**src/rtl/complex_pkg.sv**
```systemverilog
// Shared definitions for the complex magnitude block: FSM encoding and
// width helpers derived from the component width.
package complex_pkg;

  typedef enum logic [1:0] {
    ST_IDLE   = 2'd0,
    ST_SQUARE = 2'd1,
    ST_ROOT   = 2'd2,
    ST_DONE   = 2'd3
  } state_t;

  function automatic int sq_w(input int w);
    return 2 * w;
  endfunction

  function automatic int rem_w(input int w);
    return w + 1;
  endfunction

  function automatic int cnt_w(input int w);
    return $clog2(w + 1);
  endfunction

endpackage

```
**src/rtl/complex_mag_sqrt_isqrt.sv**
```systemverilog
// Restoring digit-by-digit integer square root, one root bit per step,
// consuming two radicand bits per step from the MSB end.
module isqrt_iter
  import complex_pkg::*;
#(
  parameter int WIDTH = 8
) (
  input  logic                 clk,
  input  logic                 rst,
  input  logic                 start,
  input  logic                 step,
  input  logic [2*WIDTH-1:0]   radicand,
  output logic [WIDTH-1:0]     root,
  output logic [WIDTH:0]       rem,
  output logic                 last
);

  localparam int SQ_W  = sq_w(WIDTH);
  localparam int REM_W = rem_w(WIDTH);
  localparam int CNT_W = cnt_w(WIDTH);

  logic [SQ_W-1:0]  r_rad;
  logic [WIDTH-1:0] r_root;
  logic [REM_W-1:0] r_rem;
  logic [CNT_W-1:0] r_cnt;

  // Shifted remainder needs two extra bits above the stored remainder
  logic [REM_W+1:0] w_rem_sh;
  logic [REM_W+1:0] w_trial;
  logic [REM_W+1:0] w_diff;
  logic             w_ge;

  always_comb begin
    w_rem_sh = {r_rem, r_rad[SQ_W-1 -: 2]};
    w_trial  = {1'b0, r_root, 2'b01};
    w_ge     = (w_rem_sh >= w_trial);
    w_diff   = w_rem_sh - w_trial;
  end

  assign last = (r_cnt == CNT_W'(WIDTH));
  assign root = r_root;
  assign rem  = r_rem;

  always_ff @(posedge clk or negedge rst) begin
    if (!rst) begin
      r_rad  <= '0;
      r_root <= '0;
      r_rem  <= '0;
      r_cnt  <= '0;
    end else if (start) begin
      r_rad  <= radicand;
      r_root <= '0;
      r_rem  <= '0;
      r_cnt  <= '0;
    end else if (step && !last) begin
      r_rad <= r_rad << 2;
      r_cnt <= r_cnt + CNT_W'(1);
      if (w_ge) begin
        r_rem  <= w_diff[REM_W-1:0];
        r_root <= {r_root[WIDTH-2:0], 1'b1};
      end else begin
        r_rem  <= w_rem_sh[REM_W-1:0];
        r_root <= {r_root[WIDTH-2:0], 1'b0};
      end
    end
  end

endmodule

```
**src/rtl/complex_mag_sqrt.sv**
```systemverilog
// Complex magnitude: squares a signed complex sample, sums the squares and
// recovers floor(sqrt) with an iterative root. One sample in flight at a time.
module complex_mag_sqrt
  import complex_pkg::*;
#(
  parameter int WIDTH = 8
) (
  input  logic                    clk,
  input  logic                    rst,
  input  logic                    in_valid,
  output logic                    in_ready,
  input  logic signed [WIDTH-1:0] aReal,
  input  logic signed [WIDTH-1:0] aImag,
  output logic                    out_valid,
  input  logic                    out_ready,
  output logic [WIDTH-1:0]        magnitude,
  output logic [WIDTH:0]          remainder,
  output logic [2*WIDTH-1:0]      sum_sq
);

  localparam int SQ_W  = sq_w(WIDTH);
  localparam int REM_W = rem_w(WIDTH);

  // Each square is at most 2^(2W-2), so the unsigned sum cannot overflow 2W bits
  function automatic logic [SQ_W-1:0] mag_sq(input logic signed [WIDTH-1:0] re,
                                             input logic signed [WIDTH-1:0] im);
    logic signed [SQ_W-1:0] p_re;
    logic signed [SQ_W-1:0] p_im;
    p_re = re * re;
    p_im = im * im;
    return $unsigned(p_re) + $unsigned(p_im);
  endfunction

  state_t                  r_state;
  logic signed [WIDTH-1:0] r_re;
  logic signed [WIDTH-1:0] r_im;
  logic                    r_in_ready;
  logic                    r_out_valid;
  logic [WIDTH-1:0]        r_mag;
  logic [REM_W-1:0]        r_rem;
  logic [SQ_W-1:0]         r_sum;

  logic [SQ_W-1:0]         w_sum;
  logic                    w_start;
  logic                    w_step;
  logic [WIDTH-1:0]        w_root;
  logic [REM_W-1:0]        w_rem;
  logic                    w_last;

  assign w_sum   = mag_sq(r_re, r_im);
  assign w_start = (r_state == ST_SQUARE);
  assign w_step  = (r_state == ST_ROOT) && !w_last;

  isqrt_iter #(
    .WIDTH (WIDTH)
  ) u_isqrt (
    .clk      (clk),
    .rst      (rst),
    .start    (w_start),
    .step     (w_step),
    .radicand (w_sum),
    .root     (w_root),
    .rem      (w_rem),
    .last     (w_last)
  );

  always_ff @(posedge clk or negedge rst) begin
    if (!rst) begin
      r_state     <= ST_IDLE;
      r_re        <= '0;
      r_im        <= '0;
      r_in_ready  <= 1'b1;
      r_out_valid <= 1'b0;
      r_mag       <= '0;
      r_rem       <= '0;
      r_sum       <= '0;
    end else begin
      case (r_state)
        ST_IDLE: begin
          if (in_valid) begin
            r_re       <= aReal;
            r_im       <= aImag;
            r_in_ready <= 1'b0;
            r_state    <= ST_SQUARE;
          end
        end
        ST_SQUARE: begin
          r_sum   <= w_sum;
          r_state <= ST_ROOT;
        end
        // Root results are published only once the iteration has finished
        ST_ROOT: begin
          if (w_last) begin
            r_mag       <= w_root;
            r_rem       <= w_rem;
            r_out_valid <= 1'b1;
            r_state     <= ST_DONE;
          end
        end
        ST_DONE: begin
          if (out_ready) begin
            r_out_valid <= 1'b0;
            r_in_ready  <= 1'b1;
            r_state     <= ST_IDLE;
          end
        end
        default: begin
          r_state <= ST_IDLE;
        end
      endcase
    end
  end

  assign in_ready  = r_in_ready;
  assign out_valid = r_out_valid;
  assign magnitude = r_mag;
  assign remainder = r_rem;
  assign sum_sq    = r_sum;

endmodule

```
**config.mk**
```make
export PLATFORM = sky130hd
export DESIGN_NAME = complex_mag_sqrt
export DESIGN_NICKNAME = d
export VERILOG_FILES = /design/src/rtl/complex_pkg.sv /design/src/rtl/complex_mag_sqrt_isqrt.sv /design/src/rtl/complex_mag_sqrt.sv
export SDC_FILE = /design/constraint.sdc
export NUM_CORES = 1
export LEC_CHECK = 0
export CORE_MARGIN = 2
export CORE_UTILIZATION = 45
export DETAILED_ROUTE_END_ITERATION = 16
export GPL_TIMING_DRIVEN = 1
export SLEW_MARGIN = 10
export SYNTH_ARGS = -nofsm -noshare
export SYNTH_HDL_FRONTEND = slang
export SYNTH_SLANG_ARGS = --single-unit
```
**constraint.sdc**
```tcl
create_clock -name clk -period 10.52 [get_ports clk]
set_clock_uncertainty 0.15 [all_clocks]
set_input_delay 2.63 -clock clk [delete_from_list [all_inputs] [get_ports clk]]
set_output_delay 2.63 -clock clk [all_outputs]
set_load 0.01 [all_outputs]
```
# --- Word-level counts from Yosys, hierarchy flattened ---
# Index checks and enable logic that the tools add are counted.
word_totals:
  regBits: 90
  in_bits: 20
  output_inout_bits: 35
  wordCells: 57
classes:
  add_sub_neg: 3
  mul: 2
  n_lt_le_gt_ge: 1
  n_eq_ne: 7
  mux: 20
  reduce_logical: 12
op_table:
  columns: ["op", "count"]
  rows:
  - ["$mul A8 B8 Y16", 2]
  - ["$mux W16", 2]
  - ["$mux W9", 3]
  - ["$add A16 B16 Y16", 1]
  - ["$mux W8", 2]
  - ["$ge A11 B10 Y1", 1]
  - ["$reduce_and A3 Y1", 3]
  - ["$sub A9 B9 Y9", 1]
  - ["$mux W4", 2]
  - ["$pmux W2 S4", 1]
  - ["$mux W2", 3]
  - ["$reduce_bool A2 Y1", 3]
  - ["$mux W1", 5]
  - ["$add A4 B1 Y4 const B", 1]
  - ["$eq A2 B2 Y1 const B", 2]
  - ["$eq A4 B4 Y1 const B", 1]
  - ["$ne A2 B2 Y1 const B", 2]
  - ["$pmux W1 S2", 2]
  - ["$reduce_and A2 Y1", 2]
  - ["$eq A2 B1 Y1 const B", 1]
  - ["$logic_and A1 B1 Y1", 2]
  - ["$logic_not A2 Y1", 1]
  - ["$ne A2 B1 Y1 const B", 1]
  - ["$logic_not A1 Y1", 1]

# --- Depth between registers and ports, before layout ---
# Gate-level depths: netlist of run 1.
depth:
  word_depth: 6
  depth_mapped: 23
  mapped_depth_nobuf: 22

# --- Hierarchy ---
# A second synthesis of run 1 with hierarchy kept.
unflattened:
  cells_unflattened: 851
  hier_area_um2: 8784.7
modules_own_cells:
  columns: ["mod", "instances", "cells_per_inst", "area_per_inst_um2", "seq_area_each_um2"]
  rows:
  - ["complex_mag_sqrt", 1, 620, 6651.4, 1327.5]
  - ["isqrt_iter", 1, 231, 2133.3, 925.9]

# --- Least setup slack after synthesis of run 1 ---
# OpenSTA, ideal clock, no wires.
synth_timing:
  path_type: "register -> register"
  startpoint: "register r_im[7]"
  endpoint: "register r_sum[15] (netlist: sum_sq[15])"
  setup_ps: 137
  arrival_time_ps: 5621
  required_ps: 10233
  slack_ps: 4612
  path_stages_with_launch: 20
  path_buffers: 1
  synth_period_minus_slack_ps: 5908
  path_cell_list: "dfrtp_1 > clkbuf_1 > and2_1 > fa_1 > fa_1 > inv_1 > fa_1 > inv_1 > fa_1 > fa_1 > inv_1 > fa_1 > inv_1 > ha_1 > a211o_1 > a211oi_2 > a211oi_1 > a211oi_2 > xnor2_1 > a21oi_1"
synth_between:
  elab_chain_cells: 2
synth_lines:
  columns: ["element", "line_no", "rtl"]
  rows:
  - ["start: declaration", "complex_mag_sqrt.sv:36", "logic signed [WIDTH-1:0] r_im;"]
  - ["start signal: assignment", "complex_mag_sqrt.sv:82", "r_im <= aImag;"]
  - ["$mul A8 B8 Y16", "complex_mag_sqrt.sv:30", "p_im = im * im;"]
  - ["$add A16 B16 Y16", "complex_mag_sqrt.sv:31", "return $unsigned(p_re) + $unsigned(p_im);"]
  - ["end signal: assignment", "complex_mag_sqrt.sv:88", "r_sum <= w_sum;"]
  - ["end: declaration", "complex_mag_sqrt.sv:41", "logic [SQ_W-1:0] r_sum;"]
# Every way passes these cells.
# A chain may end at the register's enable or synchronous reset.

# --- Final worst setup path of run 1 ---
layout_timing:
  startpoint: "register r_im[7]"
  endpoint: "register u_isqrt.r_rad[15]"
layout_between:
  elab_chain_cells: 3
layout_lines:
  columns: ["element", "line_no", "rtl"]
  rows:
  - ["$mul A8 B8 Y16", "complex_mag_sqrt.sv:30", null]
  - ["$add A16 B16 Y16", "complex_mag_sqrt.sv:31", null]
  - ["$mux W16", "complex_mag_sqrt_isqrt.sv:50", "end else if (start) begin"]
  - ["end signal: assignment", "complex_mag_sqrt_isqrt.sv:51", "r_rad <= radicand;"]
  - ["end signal: assignment", "complex_mag_sqrt_isqrt.sv:56", "r_rad <= r_rad << 2;"]
  - ["end: declaration", "complex_mag_sqrt_isqrt.sv:22", "logic [SQ_W-1:0] r_rad;"]
# Every way passes these cells.

==> results.sh, run 1 <==
export IMPL_slew_viol_final=0
export IMPL_htree_num_levels=3
export IMPL_ant_nets=0
export IMPL_dp_hpwl_um=13400
export IMPL_cts_max_path_buffers=2
export IMPL_final_cell_mix="171 x inv_1, 113 x fa_1, 89 x dfrtp_1, 82 x nand2_1, 72 x ha_1"
export IMPL_fp_dieH_um=143
export IMPL_post_route_period_util=0.593
export IMPL_cp_max_fo=15
export IMPL_grt_pass1_wl_um=29700
export IMPL_period_needed_ps=6240
export IMPL_cts_buffers=9
export IMPL_fin_cells=1175
export IMPL_setup_viol=0
export IMPL_core_rowCount=50
export IMPL_overflow=0
export IMPL_hold_viol_final=0
export IMPL_port_buffers=54
export IMPL_ys_warn_count=0
export IMPL_die_w_um=143
export IMPL_ys_ff_latch=90
export IMPL_vias=5806
export IMPL_ctsHoldBuffers=0
export IMPL_syn_nets=1073
export IMPL_drc=0
export IMPL_drv_cap=0
export IMPL_totalWireLength_um=17000
export IMPL_synth_edf_count=0
export IMPL_initial_core_util=0.461
export IMPL_root_buffer="clkbuf_16"
export IMPL_yosysUniqueCellTypes=54
export IMPL_nets=1116
export IMPL_crit_type="reg -> reg"
export IMPL_clk_pin_slew_ps=70
export IMPL_fmax_ghz=0.160
export IMPL_gp_congestion=0.839
export IMPL_cts_setup_buffers=0
export IMPL_core_area_um2=18800
export IMPL_nFillCells=1767
export IMPL_syn_cell_area_um2=8680
export IMPL_grt_pass1_vias=5940
export IMPL_dr_pass1_iters=4
export IMPL_crit_arrival_ps=6300
export IMPL_hold_class="reg -> reg"
export IMPL_grt_max_degree=65
export IMPL_outcome="finished clean"
export IMPL_synth_main_ff_cell="dfrtp_1"
export IMPL_ys_async_sr_fraction=1.00
export IMPL_dr_first_iter_drc_count=247
export IMPL_dr_wl_met3_um=398
export IMPL_dieArea_um2=20400
export IMPL_cts_tree="yes"
export IMPL_cp_required_ps=10580
export IMPL_dr_wl_met2_um=8120
export IMPL_drive_above_1_share=0.0699
export IMPL_post_cts_resized=0
export IMPL_top_layer="met4"
export IMPL_final_common_cell="inv_1"
export IMPL_dp_cells=1159
export IMPL_cp_end_kind="register"
export IMPL_grt_use_total=0.186
export IMPL_tns_ps=0
export IMPL_vias_per_cell=4.94
export IMPL_cts_sinks=90
export IMPL_max_slew_worst_pin_slew_ps=963
export IMPL_avgSynthCellArea_um2=10.0
export IMPL_diodes=0
export IMPL_synthCells=867
export IMPL_avgRoutedWirePerCell_um=14.4
export IMPL_seq_area_frac_synth=0.260
export IMPL_worstSetupStartpointType="register"
export IMPL_insertion_delay_ps=350
export IMPL_rsz0062_at_grt="false"
export IMPL_area_delta_synth_final_pct=12.6
export IMPL_final_util=0.519
export IMPL_io_pins=55
export IMPL_met1Wirelength_um=8240
export IMPL_timing_slew_headroom=0.358
export IMPL_antenna_found_initial=0
## kinds of logic after synthesis
logic type               count (synthesis)  share of synthesized area
buffers and inverters                  197                     0.0858
adder cells (fa/ha/maj)                186                      0.366
AND/OR/NAND/NOR                        180                     0.0980
flip-flops                              90                      0.260
AO/OA/AOI/OAI                          136                      0.102
multiplexers                            43                     0.0536
XOR/XNOR                                35                     0.0353
## final timing paths
path	from	to	slack (ps)	cells after the start
min	magnitude[6]	magnitude[6]	340	2
max in group asynchronous	rst	u_isqrt.rem[1]	7070	2
max reg2reg	r_im[7]	u_isqrt.r_rad[15]	4280	18
min reg2reg	magnitude[6]	magnitude[6]	340	2
max	r_im[7]	u_isqrt.r_rad[15]	4280	18
min in group asynchronous	rst	r_state[0]	2090	1
## sequential cells by signal, indices dropped and copies added (netlist names), 2 cells and up
signal	flops
sum_sq	16
u_isqrt.r_rad	16
remainder	9
u_isqrt.rem	9
magnitude	8
r_im	8
r_re	8
u_isqrt.root	8
u_isqrt.r_cnt	4
r_state	2
## routing by layer
layer / vias to the layer above / track usage
met5: - / 0
met4: 0 / 0.0433
met3: 13 / 0.0252
met2: 54 / 0.299
met1: 2905 / 0.269
li1: 2834 / -
## through the flow
stage	setup slack, ps	hold slack, ps	instance area (um2)
final	4280	338	9770
after global routing	3910	372	9770
after CTS	4260	341	9770
after detailed placement	4280	325	9470
after global placement	4400	313	9470
after floorplan	4610	316	8680
## worst max-delay path: stages, from the launching register on
cell and delay [ps]:
dfrtp_1 590, and2_1 480, fa_1 530, fa_1 560, inv_1 50, fa_1 480, inv_1 60, fa_1 510
fa_1 550, inv_1 50, fa_1 530, inv_1 40, ha_1 350, a211o_1 300, a211oi_2 260, a211oi_1 120
a211oi_2 230, xnor2_1 160, a21oi_1 90
## cell usage after synthesis (2+ instances only)
cell / n / area, um2
xnor2_1: 30 / 263
mux2i_1: 15 / 150
nand2b_1: 4 / 25.0
nor4_1: 2 / 12.5
nor2b_1: 17 / 106
nand3_1: 7 / 35.0
ha_1: 73 / 913
nor2_1: 26 / 97.6
a31oi_1: 8 / 50.1
a31o_2: 3 / 26.3
o21ai_1: 4 / 20.0
inv_1: 171 / 642
mux2_2: 28 / 315
o21a_1: 9 / 67.6
fa_1: 113 / 2260
nand3b_1: 2 / 15.0
a21oi_1: 35 / 175
a22oi_1: 3 / 22.5
dfrtp_1: 89 / 2230
and2_1: 26 / 163
a21boi_0: 3 / 22.5
or3_1: 2 / 12.5
nor3_1: 4 / 20.0
buf_2: 4 / 20.0
clkbuf_1: 21 / 78.8
a211oi_2: 3 / 37.5
a21o_1: 9 / 67.6
nand2_1: 82 / 308
a22o_1: 2 / 17.5
xor2_1: 5 / 43.8
o21ai_0: 39 / 195
a211oi_1: 5 / 37.5
nand4_1: 2 / 12.5
## area by class of cell
type	count	area (um2)	area share
Clock buffer	10	229	0.0234
Clock inverter	6	71.3	0.00730
Inverter	171	642	0.0657
Multi-Input combinational cell	580	5680	0.582
Sequential cell	90	2250	0.231
Tap cell	260	325	0.0333
Timing Repair Buffer	58	568	0.0581
Power of run 1 is left out: the tool's default activity adds up to more than one toggle a clock period on the data nets, which glitch-free logic cannot reach.
==> run 2, diff against run 1 <==
- clock period: 10.52 -> 6 ns (I/O delays scaled with it)
==> run 2 against run 1 <==
Critical path depth is 2 higher. Via count up 2.3%. Register-to-register slack worse by 4100 ps. Global-route usage hardly changed.
==> results.sh, run 2 (synthesis gave the netlist of run 1 again) <==
export IMPL_fp_dieH_um=143
export IMPL_root_buffer="clkbuf_16"
export IMPL_grt_max_degree=65
export IMPL_avgRoutedWirePerCell_um=14.7
export IMPL_dr_pass1_iters=4
export IMPL_io_pins=55
export IMPL_ctsHoldBuffers=0
export IMPL_cp_max_fo=7
export IMPL_grt_busiest_layer="met2"
export IMPL_use_met1=0.275
export IMPL_grt_use_met2=0.293
export IMPL_antenna_found_initial=0
export IMPL_crit_arrival_ps=5890
export IMPL_use_met3=0.0235
export IMPL_dp_hpwl_um=13700
export IMPL_regToRegEndpoint="sum_sq[14]"
export IMPL_cts_sinks=90
export IMPL_cts_max_path_buffers=2
export IMPL_drive_above_1_share=0.111
export IMPL_vias_per_cell=4.96
export IMPL_die_w_um=143
export IMPL_cts_tree="yes"
export IMPL_nets=1138
export IMPL_initial_core_util=0.461
export IMPL_tns_ps=0
export IMPL_setup_viol=0
export IMPL_post_route_period_util=0.967
export IMPL_totalWireLength_um=17600
export IMPL_final_cell_mix="171 x inv_1, 112 x fa_1, 82 x nand2_1, 80 x dfrtp_1, 70 x ha_1"
export IMPL_rsz0062_at_grt="false"
export IMPL_drc=0
export IMPL_min_delay_start="magnitude[0]"
export IMPL_clk_pin_slew_ps=80
export IMPL_slew_viol_final=0
export IMPL_critical_path_startpoint="r_im[6]"
export IMPL_dr_first_iter_drc_count=224
export IMPL_grt_use_total=0.186
export IMPL_cp_end_kind="register"
export IMPL_rr_startpoint="r_im[6]"
export IMPL_final_common_cell="inv_1"
export IMPL_diodes=0
export IMPL_area_delta_synth_final_pct=15.9
export IMPL_hold_class="reg -> reg"
export IMPL_grt_pass1_vias=5909
export IMPL_hold_viol_final=0
export IMPL_gp_congestion=0.809
export IMPL_vias=5939
export IMPL_cp_required_ps=6090
export IMPL_reg2reg_slack_ps=200
export IMPL_period_needed_ps=5800
export IMPL_final_util=0.534
export IMPL_r2r_cells=20
export IMPL_cts_buffers=9
export IMPL_grt_pass1_wl_um=29900
export IMPL_overflow=0
export IMPL_ant_nets=0
export IMPL_core_area_um2=18800
export IMPL_outcome="finished clean"
export IMPL_insertion_delay_ps=350
export IMPL_fmax_ghz=0.172
export IMPL_htree_num_levels=3
export IMPL_worstSetupStartpointType="register"
export IMPL_endpoint="sum_sq[14]"
export IMPL_dieArea_um2=20400
export IMPL_crit_type="reg -> reg"
export IMPL_core_rowCount=50
export IMPL_max_slew_worst_pin_slew_ps=885
export IMPL_port_buffers=54
export IMPL_timing_slew_headroom=0.409
export IMPL_drv_cap=0
[run 2: cell count changes in the layout (fill, tap and decap cells not counted), moves of 2 or more]
cell / previous run / this run
buf_4: 5 / 26
dfrtp_1: 89 / 80
dfrtp_2: 0 / 9
bufinv_16: 1 / 3
ha_1: 72 / 70
ha_4: 0 / 2
nor2b_1: 17 / 15
nor2b_2: 0 / 2
[run 2: critical path, cell delays in order (launching register included)]
cell and delay [ps]:
dfrtp_2 460, inv_1 150, ha_1 170, inv_1 60
fa_1 590, inv_1 70, fa_1 530, inv_1 60
fa_1 510, fa_1 570, inv_1 70, fa_1 540
inv_1 60, fa_1 530, inv_1 40, ha_1 350
o21a_1 130, or3_1 330, nand3_1 90, mux2i_1 80
a21o_1 160
[run 2: worst min path at each step]
stage	to	slack [ps]	cells past startpoint
final	magnitude[0]	330	2
after detailed placement	magnitude[0]	320	2
after global routing	sum_sq[5]	370	1
after CTS	magnitude[0]	340	2
after floorplan	u_isqrt.r_rad[0]	320	1
after global placement	sum_sq[5]	320	1
[run 2: stage by stage]
| step | cell area (um2) | setup WS, ps | hold WS, ps | instances |
|---|---|---|---|---|
| after floorplan | 8680 | 92.1 | 316 | 867 |
| after global placement | 9570 | 141 | 315 | 1172 |
| after detailed placement | 9570 | -10.2 | 321 | 1172 |
| after CTS | 9930 | 10.1 | 338 | 1188 |
| after global routing | 10100 | 7.13 | 368 | 1197 |
| final | 10100 | 200 | 332 | 1197 |
[run 2: routing by layer]
metal | wire length (um) | part of all wire | vias to the layer above
met3 | 423 | 0.024 | 12
met4 | 180 | 0.010 | 0
met1 | 8730 | 0.50 | 2984
li1 | - | - | 2868
met5 | 0 | 0 | -
met2 | 8260 | 0.47 | 75
[run 2: repair_timing]
action | CTS | global route
pin swaps | 0 | 3
setup buffers | 0 | 9
gates resized for setup | 2 | 18
setup endpoints to repair | 1 | 8
[run 2: area by class of cell]
cell class | count | area (um2)
tap | 260 | 325
fill | 1741 | 8770
clock buffer | 10 | 239
multi-input combinational | 580 | 5740
sequential | 90 | 2260
inverter | 171 | 642
timing repair buffer | 80 | 731
clock inverter | 6 | 119
Power of run 2 is left out for the same reason.
